File: config.mk
export PLATFORM = sky130hd
export DESIGN_NAME = button_led_ctrl
export DESIGN_NICKNAME = d
export VERILOG_FILES = /design/src/rtl/button_led_ctrl_pkg.sv /design/src/rtl/button_led_ctrl_debounce.sv /design/src/rtl/button_led_ctrl.sv
export SDC_FILE = /design/constraint.sdc
export NUM_CORES = 1
export LEC_CHECK = 0
export ABC_CLOCK_PERIOD_IN_PS = 1900
export CORE_ASPECT_RATIO = 1.25
export CORE_MARGIN = 4
export CORE_UTILIZATION = 56
export CTS_CLUSTER_SIZE = 8
export DETAILED_ROUTE_END_ITERATION = 6
export PLACE_DENSITY = 0.76
export REMOVE_ABC_BUFFERS = 1
export SLEW_MARGIN = 20
export SYNTH_ARGS = -nofsm -noshare
export SYNTH_HDL_FRONTEND = slang
export SYNTH_SLANG_ARGS = --single-unit
File: constraint.sdc
create_clock -name clk_i -period 1.9 [get_ports clk_i]
set_input_delay 0.285 -clock clk_i [delete_from_list [all_inputs] [get_ports clk_i]]
set_output_delay 0.285 -clock clk_i [all_outputs]
set_load 0.005 [all_outputs]
File: src/rtl/button_led_ctrl_pkg.sv
// Purpose: shared types and helpers for the button/switch to LED controller.
// Latency: n/a (types and pure functions only).
// Backpressure: n/a.
// Contents: rgb_led_t, colour_t, colour_to_rgb(), colour_next().
package button_led_ctrl_pkg;

  typedef struct packed {
    logic r;
    logic g;
    logic b;
  } rgb_led_t;

  typedef enum logic [1:0] {
    COL_OFF   = 2'd0,
    COL_RED   = 2'd1,
    COL_GREEN = 2'd2,
    COL_BLUE  = 2'd3
  } colour_t;

  function automatic rgb_led_t colour_to_rgb(input colour_t c);
    rgb_led_t rgb;
    rgb = '0;
    case (c)
      COL_RED:   rgb.r = 1'b1;
      COL_GREEN: rgb.g = 1'b1;
      COL_BLUE:  rgb.b = 1'b1;
      default:   rgb = '0;
    endcase
    return rgb;
  endfunction

  // OFF -> RED -> GREEN -> BLUE -> OFF; the 2-bit index wraps naturally.
  function automatic colour_t colour_next(input colour_t c);
    logic [1:0] idx;
    idx = c;
    idx = idx + 2'd1;
    return colour_t'(idx);
  endfunction

endpackage

File: src/rtl/button_led_ctrl_debounce.sv
// Purpose: 2-flop synchroniser followed by a stable-count debouncer for one raw input.
// Latency: 2 cycles to synchronised level, then PERIOD stable cycles to a new debounced level.
// Backpressure: none; free-running level filter.
// Ports: clk_i, rst_i (async active-low), in (raw async level), out (debounced level).
module button_led_ctrl_debounce #(
  parameter int PERIOD = 5_000_000
) (
  input  logic clk_i,
  input  logic rst_i,
  input  logic in,
  output logic out
);

  localparam int CW = $clog2(PERIOD + 1);
  localparam logic [CW-1:0] CNT_LAST = CW'(PERIOD - 1);

  logic          sync1_q, sync1_d;
  logic          sync2_q, sync2_d;
  logic          level_q, level_d;
  logic [CW-1:0] cnt_q, cnt_d;

  always_comb begin
    sync1_d = in;
    sync2_d = sync1_q;
    level_d = level_q;
    cnt_d   = cnt_q;
    if (sync2_q == level_q) begin
      // Agreement (or a glitch that reverted) restarts the stability count.
      cnt_d = '0;
    end else if (cnt_q == CNT_LAST) begin
      // This cycle completes PERIOD consecutive differing cycles.
      level_d = sync2_q;
      cnt_d   = '0;
    end else begin
      cnt_d = cnt_q + CW'(1);
    end
  end

  always_ff @(posedge clk_i or negedge rst_i) begin
    if (!rst_i) begin
      sync1_q <= 1'b0;
      sync2_q <= 1'b0;
      level_q <= 1'b0;
      cnt_q   <= '0;
    end else begin
      sync1_q <= sync1_d;
      sync2_q <= sync2_d;
      level_q <= level_d;
      cnt_q   <= cnt_d;
    end
  end

  assign out = level_q;

endmodule

File: src/rtl/button_led_ctrl.sv
// Purpose: per-channel debounced buttons/switches driving a green LED (direct/toggle) and an RGB colour LED.
// Latency: raw button edge to green LED is DEBOUNCE_PERIOD+3 cycles; debounced change to LEDs is 1 cycle.
// Backpressure: none; pin-to-pin path with no handshake.
// Ports: clk_i, rst_i (async active-low), buttons/switches [N_CHANNELS] raw, green_leds/rgb_leds registered.
module button_led_ctrl
  import button_led_ctrl_pkg::*;
#(
  parameter int N_CHANNELS      = 4,
  parameter int DEBOUNCE_PERIOD = 5_000_000,
  parameter int BLINK_PERIOD    = 25_000_000
) (
  input  logic                      clk_i,
  input  logic                      rst_i,
  input  logic [N_CHANNELS-1:0]     buttons,
  input  logic [N_CHANNELS-1:0]     switches,
  output logic [N_CHANNELS-1:0]     green_leds,
  output rgb_led_t [N_CHANNELS-1:0] rgb_leds
);

  localparam int BCW = $clog2(BLINK_PERIOD);
  localparam logic [BCW-1:0] BLINK_LAST = BCW'(BLINK_PERIOD - 1);

  // Shared blink generator: phase flips each time the counter wraps.
  logic [BCW-1:0] blink_cnt_q, blink_cnt_d;
  logic           blink_phase_q, blink_phase_d;

  always_comb begin
    blink_cnt_d   = blink_cnt_q + BCW'(1);
    blink_phase_d = blink_phase_q;
    if (blink_cnt_q == BLINK_LAST) begin
      blink_cnt_d   = '0;
      blink_phase_d = ~blink_phase_q;
    end
  end

  always_ff @(posedge clk_i or negedge rst_i) begin
    if (!rst_i) begin
      blink_cnt_q   <= '0;
      blink_phase_q <= 1'b0;
    end else begin
      blink_cnt_q   <= blink_cnt_d;
      blink_phase_q <= blink_phase_d;
    end
  end

  for (genvar ch = 0; ch < N_CHANNELS; ch++) begin : g_ch
    logic     btn_db, sw_db;
    logic     btn_prev_q, btn_prev_d;
    logic     sw_prev_q, sw_prev_d;
    logic     toggle_q, toggle_d;
    logic     green_q, green_d;
    colour_t  colour_q, colour_d;
    rgb_led_t rgb_q, rgb_d;
    logic     press, mode_chg;

    button_led_ctrl_debounce #(.PERIOD(DEBOUNCE_PERIOD)) u_btn_db (
      .clk_i (clk_i),
      .rst_i (rst_i),
      .in    (buttons[ch]),
      .out   (btn_db)
    );

    button_led_ctrl_debounce #(.PERIOD(DEBOUNCE_PERIOD)) u_sw_db (
      .clk_i (clk_i),
      .rst_i (rst_i),
      .in    (switches[ch]),
      .out   (sw_db)
    );

    always_comb begin
      btn_prev_d = btn_db;
      sw_prev_d  = sw_db;
      press      = btn_db & ~btn_prev_q;
      mode_chg   = sw_db ^ sw_prev_q;

      // A mode change wins over a coincident press for the toggle state.
      toggle_d = toggle_q;
      if (mode_chg) begin
        toggle_d = 1'b0;
      end else if (press) begin
        toggle_d = ~toggle_q;
      end

      // Colour advances on every press regardless of mode or mode change.
      colour_d = press ? colour_next(colour_q) : colour_q;

      // Outputs use next-state values so LEDs lag the debounced level by one cycle.
      green_d = sw_db ? toggle_d : btn_db;
      rgb_d   = colour_to_rgb(colour_d);
      if (sw_db && !blink_phase_d) begin
        rgb_d = '0;
      end
    end

    always_ff @(posedge clk_i or negedge rst_i) begin
      if (!rst_i) begin
        btn_prev_q <= 1'b0;
        sw_prev_q  <= 1'b0;
        toggle_q   <= 1'b0;
        colour_q   <= COL_OFF;
        green_q    <= 1'b0;
        rgb_q      <= '0;
      end else begin
        btn_prev_q <= btn_prev_d;
        sw_prev_q  <= sw_prev_d;
        toggle_q   <= toggle_d;
        colour_q   <= colour_d;
        green_q    <= green_d;
        rgb_q      <= rgb_d;
      end
    end

    assign green_leds[ch] = green_q;
    assign rgb_leds[ch]   = rgb_q;
  end

endmodule

* After elaboration in Yosys (flattened, before gate mapping)
Cells that the tools add are included.
** Word-level totals
- Flip-flop bits (word level) :: 270
- Input bits :: 10
- Output and inout bits :: 16
** Operators by class
- Add/sub/neg operators :: 13
- Eq/ne operators :: 29
- Muxes and demuxes :: 50
- Bitwise operators :: 25
- Reductions and logical operators :: 13
** Operators with widths (number)
- 2-to-1 mux 23 bit :: 16
- adder 23 x 1 -> 23 bit (second input constant) :: 8
- == test 23 bit (second input constant) :: 8
- adder 25 x 1 -> 25 bit (second input constant) :: 1
- == test 25 bit (second input constant) :: 1
- 2-to-1 mux 1 bit :: 25
- 2-to-1 mux 25 bit :: 1
- inverter 1 bit :: 17
- == test 2 bit (second input constant) :: 8
- AND reduction 2 bit :: 8
- 2-to-1 mux 3 bit :: 4
- adder 2 x 1 -> 2 bit (second input constant) :: 4
- == test 1 bit :: 8
- == test 2 x 1 -> 1 bit (second input constant) :: 4
- 2-to-1 mux 2 bit :: 4
- AND 1 bit :: 4
- logical AND 1 bit :: 4
- bitwise XOR 1 bit :: 4
- zero test 1 bit :: 1

* Depth between registers and ports, before layout
- Depth after elaboration :: 6
- Gate-level depth with buffers :: 7

* Hierarchy
A second synthesis with hierarchy kept.
** Unflattened totals
- Cells, all modules :: 1265
- Area total of the unflattened synthesis :: 13452.9 µm²
** By module, submodules not included
- button_led_ctrl_debounce (g_ch[0].u_btn_db ...) :: times used 7, cells each 128, area an instance 1345.0 µm², sequential area each 650.6 µm²
- button_led_ctrl :: times used 1, cells each 241, area an instance 2698.8 µm², sequential area each 1551.5 µm²
- button_led_ctrl_debounce (g_ch[1].u_btn_db) :: times used 1, cells each 128, area an instance 1338.8 µm², sequential area each 650.6 µm²

* Least setup slack after synthesis
OpenSTA, ideal clock, no wires.
- Path type :: reg-to-reg
- Start point :: reg g_ch[0].u_sw_db.cnt_q[13]
- End point :: reg g_ch[0].u_sw_db.level_q
- Arrival :: 1.955 ns
- Slack :: -0.180 ns
- Stages on the path, launching flop included :: 5
- Buffers on the path :: 0
- Cell sequence :: dfrtp_1 -> or4b_1 -> or4_4 -> nor3_1 -> mux2_2
** Between the ends
- Cells in the longest elaborated chain, start to end :: 2
** RTL lines
- start: declaration :: line button_led_ctrl_debounce.sv:20 : logic [CW-1:0] cnt_q, cnt_d;
- start signal: assignment :: line button_led_ctrl_debounce.sv:49 : cnt_q <= cnt_d;
- == test 23 bit :: line button_led_ctrl_debounce.sv:30 : end else if (cnt_q == CNT_LAST) begin
- AND reduction 2 bit (no source line)
- end signal: assignment :: line button_led_ctrl_debounce.sv:48 : level_q <= level_d;
- end: declaration :: line button_led_ctrl_debounce.sv:19 : logic level_q, level_d;
Every way passes these cells.
A chain may end at the register's enable or synchronous reset.

* Final worst setup path
- Start point :: reg g_ch[0].u_sw_db.cnt_q[16]
- End point :: reg g_ch[0].u_sw_db.cnt_q[16]
** Between the ends
- Cells in the longest elaborated chain, start to end :: 3
- Elaborated cells between the ends (all ways) :: 4
** RTL lines
- adder 23 x 1 -> 23 bit or == test 23 bit (tied branches) :: line button_led_ctrl_debounce.sv:35, button_led_ctrl_debounce.sv:30
- 2-to-1 mux 23 bit (*) :: line button_led_ctrl_debounce.sv:30
- 2-to-1 mux 23 bit (*) :: line button_led_ctrl_debounce.sv:27 : if (sync2_q == level_q) begin
- via g_ch[0].u_sw_db.cnt_d[16] :: line button_led_ctrl_debounce.sv:20
Mark *: on every way through the listed nets, which the timed path passes. The rest lies on a longest branch.

==> load_flow_metrics.sql <==
INSERT INTO impl_metrics (metric_group, metric, value, unit) VALUES
('global_route', 'initial_antenna_violation_count', '0', ''),
('run_status', 'failed_checks', 'setup timing', ''),
('pwr', 'p_leak', '6.57', 'nW'),
('hold_path', 'hold_start', 'switches[2]', ''),
('setup_path', 'arrival', '2.45', 'ns'),
('layout', 'layout.nets', '1446', ''),
('pwr', 'power', '12.2', 'mW'),
('run_status', 'result_of_the_run', 'complete, but fails checks', ''),
('placement', 'placedInstanceArea', '14200', 'um2'),
('detailed_routing', 'detail_route.wl_per_cell', '16.1', 'um'),
('floorplan', 'design.portCount', '26', ''),
('setup_path', 'worst-path-max-fanout', '12', ''),
('global_route', 'total_gr_overflow', '0', ''),
('cts', 'clk_path_buf_depth', '3', ''),
('sta', 'finalWorstPathRequiredPeriod', '2.08', 'ns'),
('synthesis', 'synth_ff_type', 'dfrtp_1', ''),
('sta', 'worst_slew_margin_rel', '68.7', '%'),
('detailed_routing', 'total_iterations_of_the_first_detailed_routing_run', '5', ''),
('sta', 'finalHoldViolCount', '0', ''),
('floorplan', 'initial_core_util', '57.3', '%'),
('sta', 'fmax', '481', 'MHz'),
('layout', 'post_route_cell_area', '15500', 'um2'),
('placement', 'dpl.hpwl', '18.1', 'mm'),
('synthesis', 'synth.ff_latch_count', '270', ''),
('layout', 'finish.cell_count_without_fillers', '1710', ''),
('sta', 'unrepaired_setup_endpoints_after_global_routing', 'true', ''),
('floorplan', 'fp.dieArea', '25400', 'um2'),
('synthesis', 'syn_avg_cell_area', '10.1', 'um2'),
('global_route', 'grt_max_degree', '51', ''),
('sta', 'worst_slack_setup_final', '-0.179', 'ns'),
('global_route', 'vias_in_the_first_global_route', '10400', ''),
('synthesis', 'yosysTopAreaCellShare', '52.8', '%'),
('synthesis', 'synth_enable_flop_cells', '0', ''),
('global_route', 'grt_first_pass_wirelength', '47.2', 'mm'),
('setup_path', 'critPathLaunchType', 'flop', ''),
('setup_path', 'worst_ep_required_time', '2.27', 'ns'),
('cts', 'clk_latency', '0.51', 'ns'),
('global_route', 'gr-usage-all-layers', '22.0', '%'),
('detailed_routing', 'postRouteAntennaNets', '0', ''),
('placement', 'number_of_cells_after_detailed_placement', '1656', ''),
('layout', 'antenna-diode-count', '0', ''),
('synthesis', 'yosys.area.top_type', 'dfrtp_1', ''),
('sta', 'final.setup.tns', '-3.85', 'ns'),
('sta', 'layout_worst_path_cycle_share', '109', '%'),
('detailed_routing', 'drc_errors', '0', ''),
('synthesis', 'synthesis.yosys.warnings', '0', ''),
('hold_path', 'worst_min_delay_path_endpoint', 'g_ch[2].u_sw_db.sync1_q$_DFF_PN0_', ''),
('cts', 'h_tree_lvls', '2', ''),
('layout', 'relative_area_change_from_synthesis_to_final_layout', '21.3', '%'),
('synthesis', 'ys_seq_area_share', '52.8', '%'),
('cts', 'clock_sink_count', '270', ''),
('placement', 'placement.io_buffers', '25', ''),
('synthesis', 'netlist_top_cells_area', 'dfrtp_1, xor2_1, nor2_1', ''),
('synthesis', 'synthArstFlopShare', '100', '%'),
('cts', 'clock_tree_from_tritoncts', 'yes', ''),
('sta', 'setup_viol_count_final', '23', ''),
('synthesis', 'yosys.cell_count.top_type', 'dfrtp_1', ''),
('synthesis', 'post_synth_num_cell_types', '49', ''),
('setup_path', 'criticalPathCategory', 'flop to flop', ''),
('placement', 'placer_congestion_estimate', '0.852', ''),
('setup_path', 'worst-r2r-cell-count', '5', ''),
('cts', 'cts-buffers-inserted', '39', ''),
('sta', 'worst_clock_skew', '0.0208', 'ns'),
('sta', 'tightest_slew', '0.469', 'ns'),
('pwr', 'vdd_ir_drop_max', '0.000735', 'V'),
('detailed_routing', 'route.final.wire_length', '27.6', 'mm'),
('cts', 'clockRootBuffer', 'clkbuf_16', ''),
('hold_path', 'holdPathStages', '1', ''),
('sta', 'number_of_slew_limit_violations_in_the_final_report', '0', ''),
('layout', 'drive_above_1_share', '16.4', '%'),
('run', 'cap_viol_max_count', '0', '');
==> kinds of logic after synthesis <==
family | after synthesis | share of synthesized area (%)
adders and majority gates | 9 | 0.879
muxes | 12 | 1.02
AOI/OAI and AO/OA | 201 | 9.54
DFF | 270 | 52.8
and+or+nand+nor | 569 | 24.4
buffers and inverters | 83 | 2.72
xor gates and xnor gates | 127 | 8.68
==> layer usage <==
metal / GRT usage [%] / wire length [um]
met4: 5.89 / 519
met1: 27.6 / 11700
met3: 3.70 / 994
met2: 39.3 / 14400
met5: 0 / 0
==> critical path, stage by stage (launching register included) <==
cell	delay, ns
dfrtp_1	0.38
or4b_1	0.52
or4_4	0.58
o31ai_4	0.24
buf_6	0.19
a21oi_1	0.05
==> where the power goes <==
| part | switching (mW) | internal, mW |
|---|---|---|
| logic | 0.250 | 0.149 |
| clock network | 2.29 | 3.63 |
| registers | 0.0468 | 5.82 |
| total | 2.59 | 9.60 |
==> sequential cells by signal (all words and copies together), names as in the netlist <==
name,count
g_ch.btn_prev_q,4
g_ch.u_sw_db.sync1_q,4
blink_cnt_q,25
g_ch.toggle_q,4
g_ch.sw_prev_q,4
g_ch.u_btn_db.sync2_q,4
g_ch.u_sw_db.cnt_q,92
rgb_leds,12
g_ch.green_q,4
g_ch.u_btn_db.sync1_q,4
blink_phase_q,1
g_ch.u_btn_db.out,4
g_ch.u_sw_db.out,4
g_ch.colour_q,8
g_ch.u_btn_db.cnt_q,92
g_ch.u_sw_db.sync2_q,4
==> through the flow <==
step | setup slack (ns) | util [%]
floorplan | -1.05 | -
detailed placement | -0.194 | 63.6
CTS | -0.182 | 68.3
global route | -0.277 | 69.5
finish | -0.179 | 69.5
global placement | -0.199 | 63.6
==> layout make-up <==
cell class | count | area [um2]
Clock buffer | 40 | 990
Clock inverter | 1 | 8.76
Fill cell | 1663 | 6830
Inverter | 36 | 135
Multi-Input combinational cell | 918 | 5930
Sequential cell | 270 | 6760
Tap cell | 283 | 354
Timing Repair Buffer | 162 | 1360
==> how the worst max path moves through the flow <==
| stage | endpoint | slack [ns] | cells past startpoint |
|---|---|---|---|
| global route | g_ch[0].u_sw_db.cnt_q[16]$_DFF_PN0_ | -0.28 | 5 |
| detailed placement | g_ch[0].u_sw_db.out$_DFFE_PN0P_ | -0.19 | 4 |
| floorplan | g_ch[3].u_sw_db.cnt_q[10]$_DFF_PN0_ | -1.05 | 5 |
| finish | g_ch[0].u_sw_db.cnt_q[16]$_DFF_PN0_ | -0.18 | 5 |
| CTS | g_ch[0].u_sw_db.cnt_q[16]$_DFF_PN0_ | -0.18 | 5 |
| global placement | g_ch[0].u_sw_db.out$_DFFE_PN0P_ | -0.20 | 4 |
==> timing repair <==
item | in CTS | in global routing
pin swaps | 1 | 16
endpoints found under the setup margin | 52 | 113
setup buffers | 0 | 11
resized for setup | 11 | 38
cloned | 0 | 1
endpoints found under the hold margin | 43 | 0
hold buffers | 1 | 0
==> cells in the final DEF (no fill, tap or decap), types with 16 or more instances in the layout <==
master / count
dfrtp_1: 267
nor4_1: 22
o31ai_1: 45
nand3_1: 73
or3_1: 37
o21ai_0: 43
clkdlybuf4s50_1: 24
xnor2_1: 54
nor3_1: 16
nand2_1: 78
nand4_1: 58
nor2_1: 126
or4_1: 48
a21oi_1: 80
and4_1: 20
clkbuf_16: 39
inv_1: 36
and3_1: 26
buf_4: 128
xor2_1: 73
No activity file was read; power rests on OpenSTA's default activity.
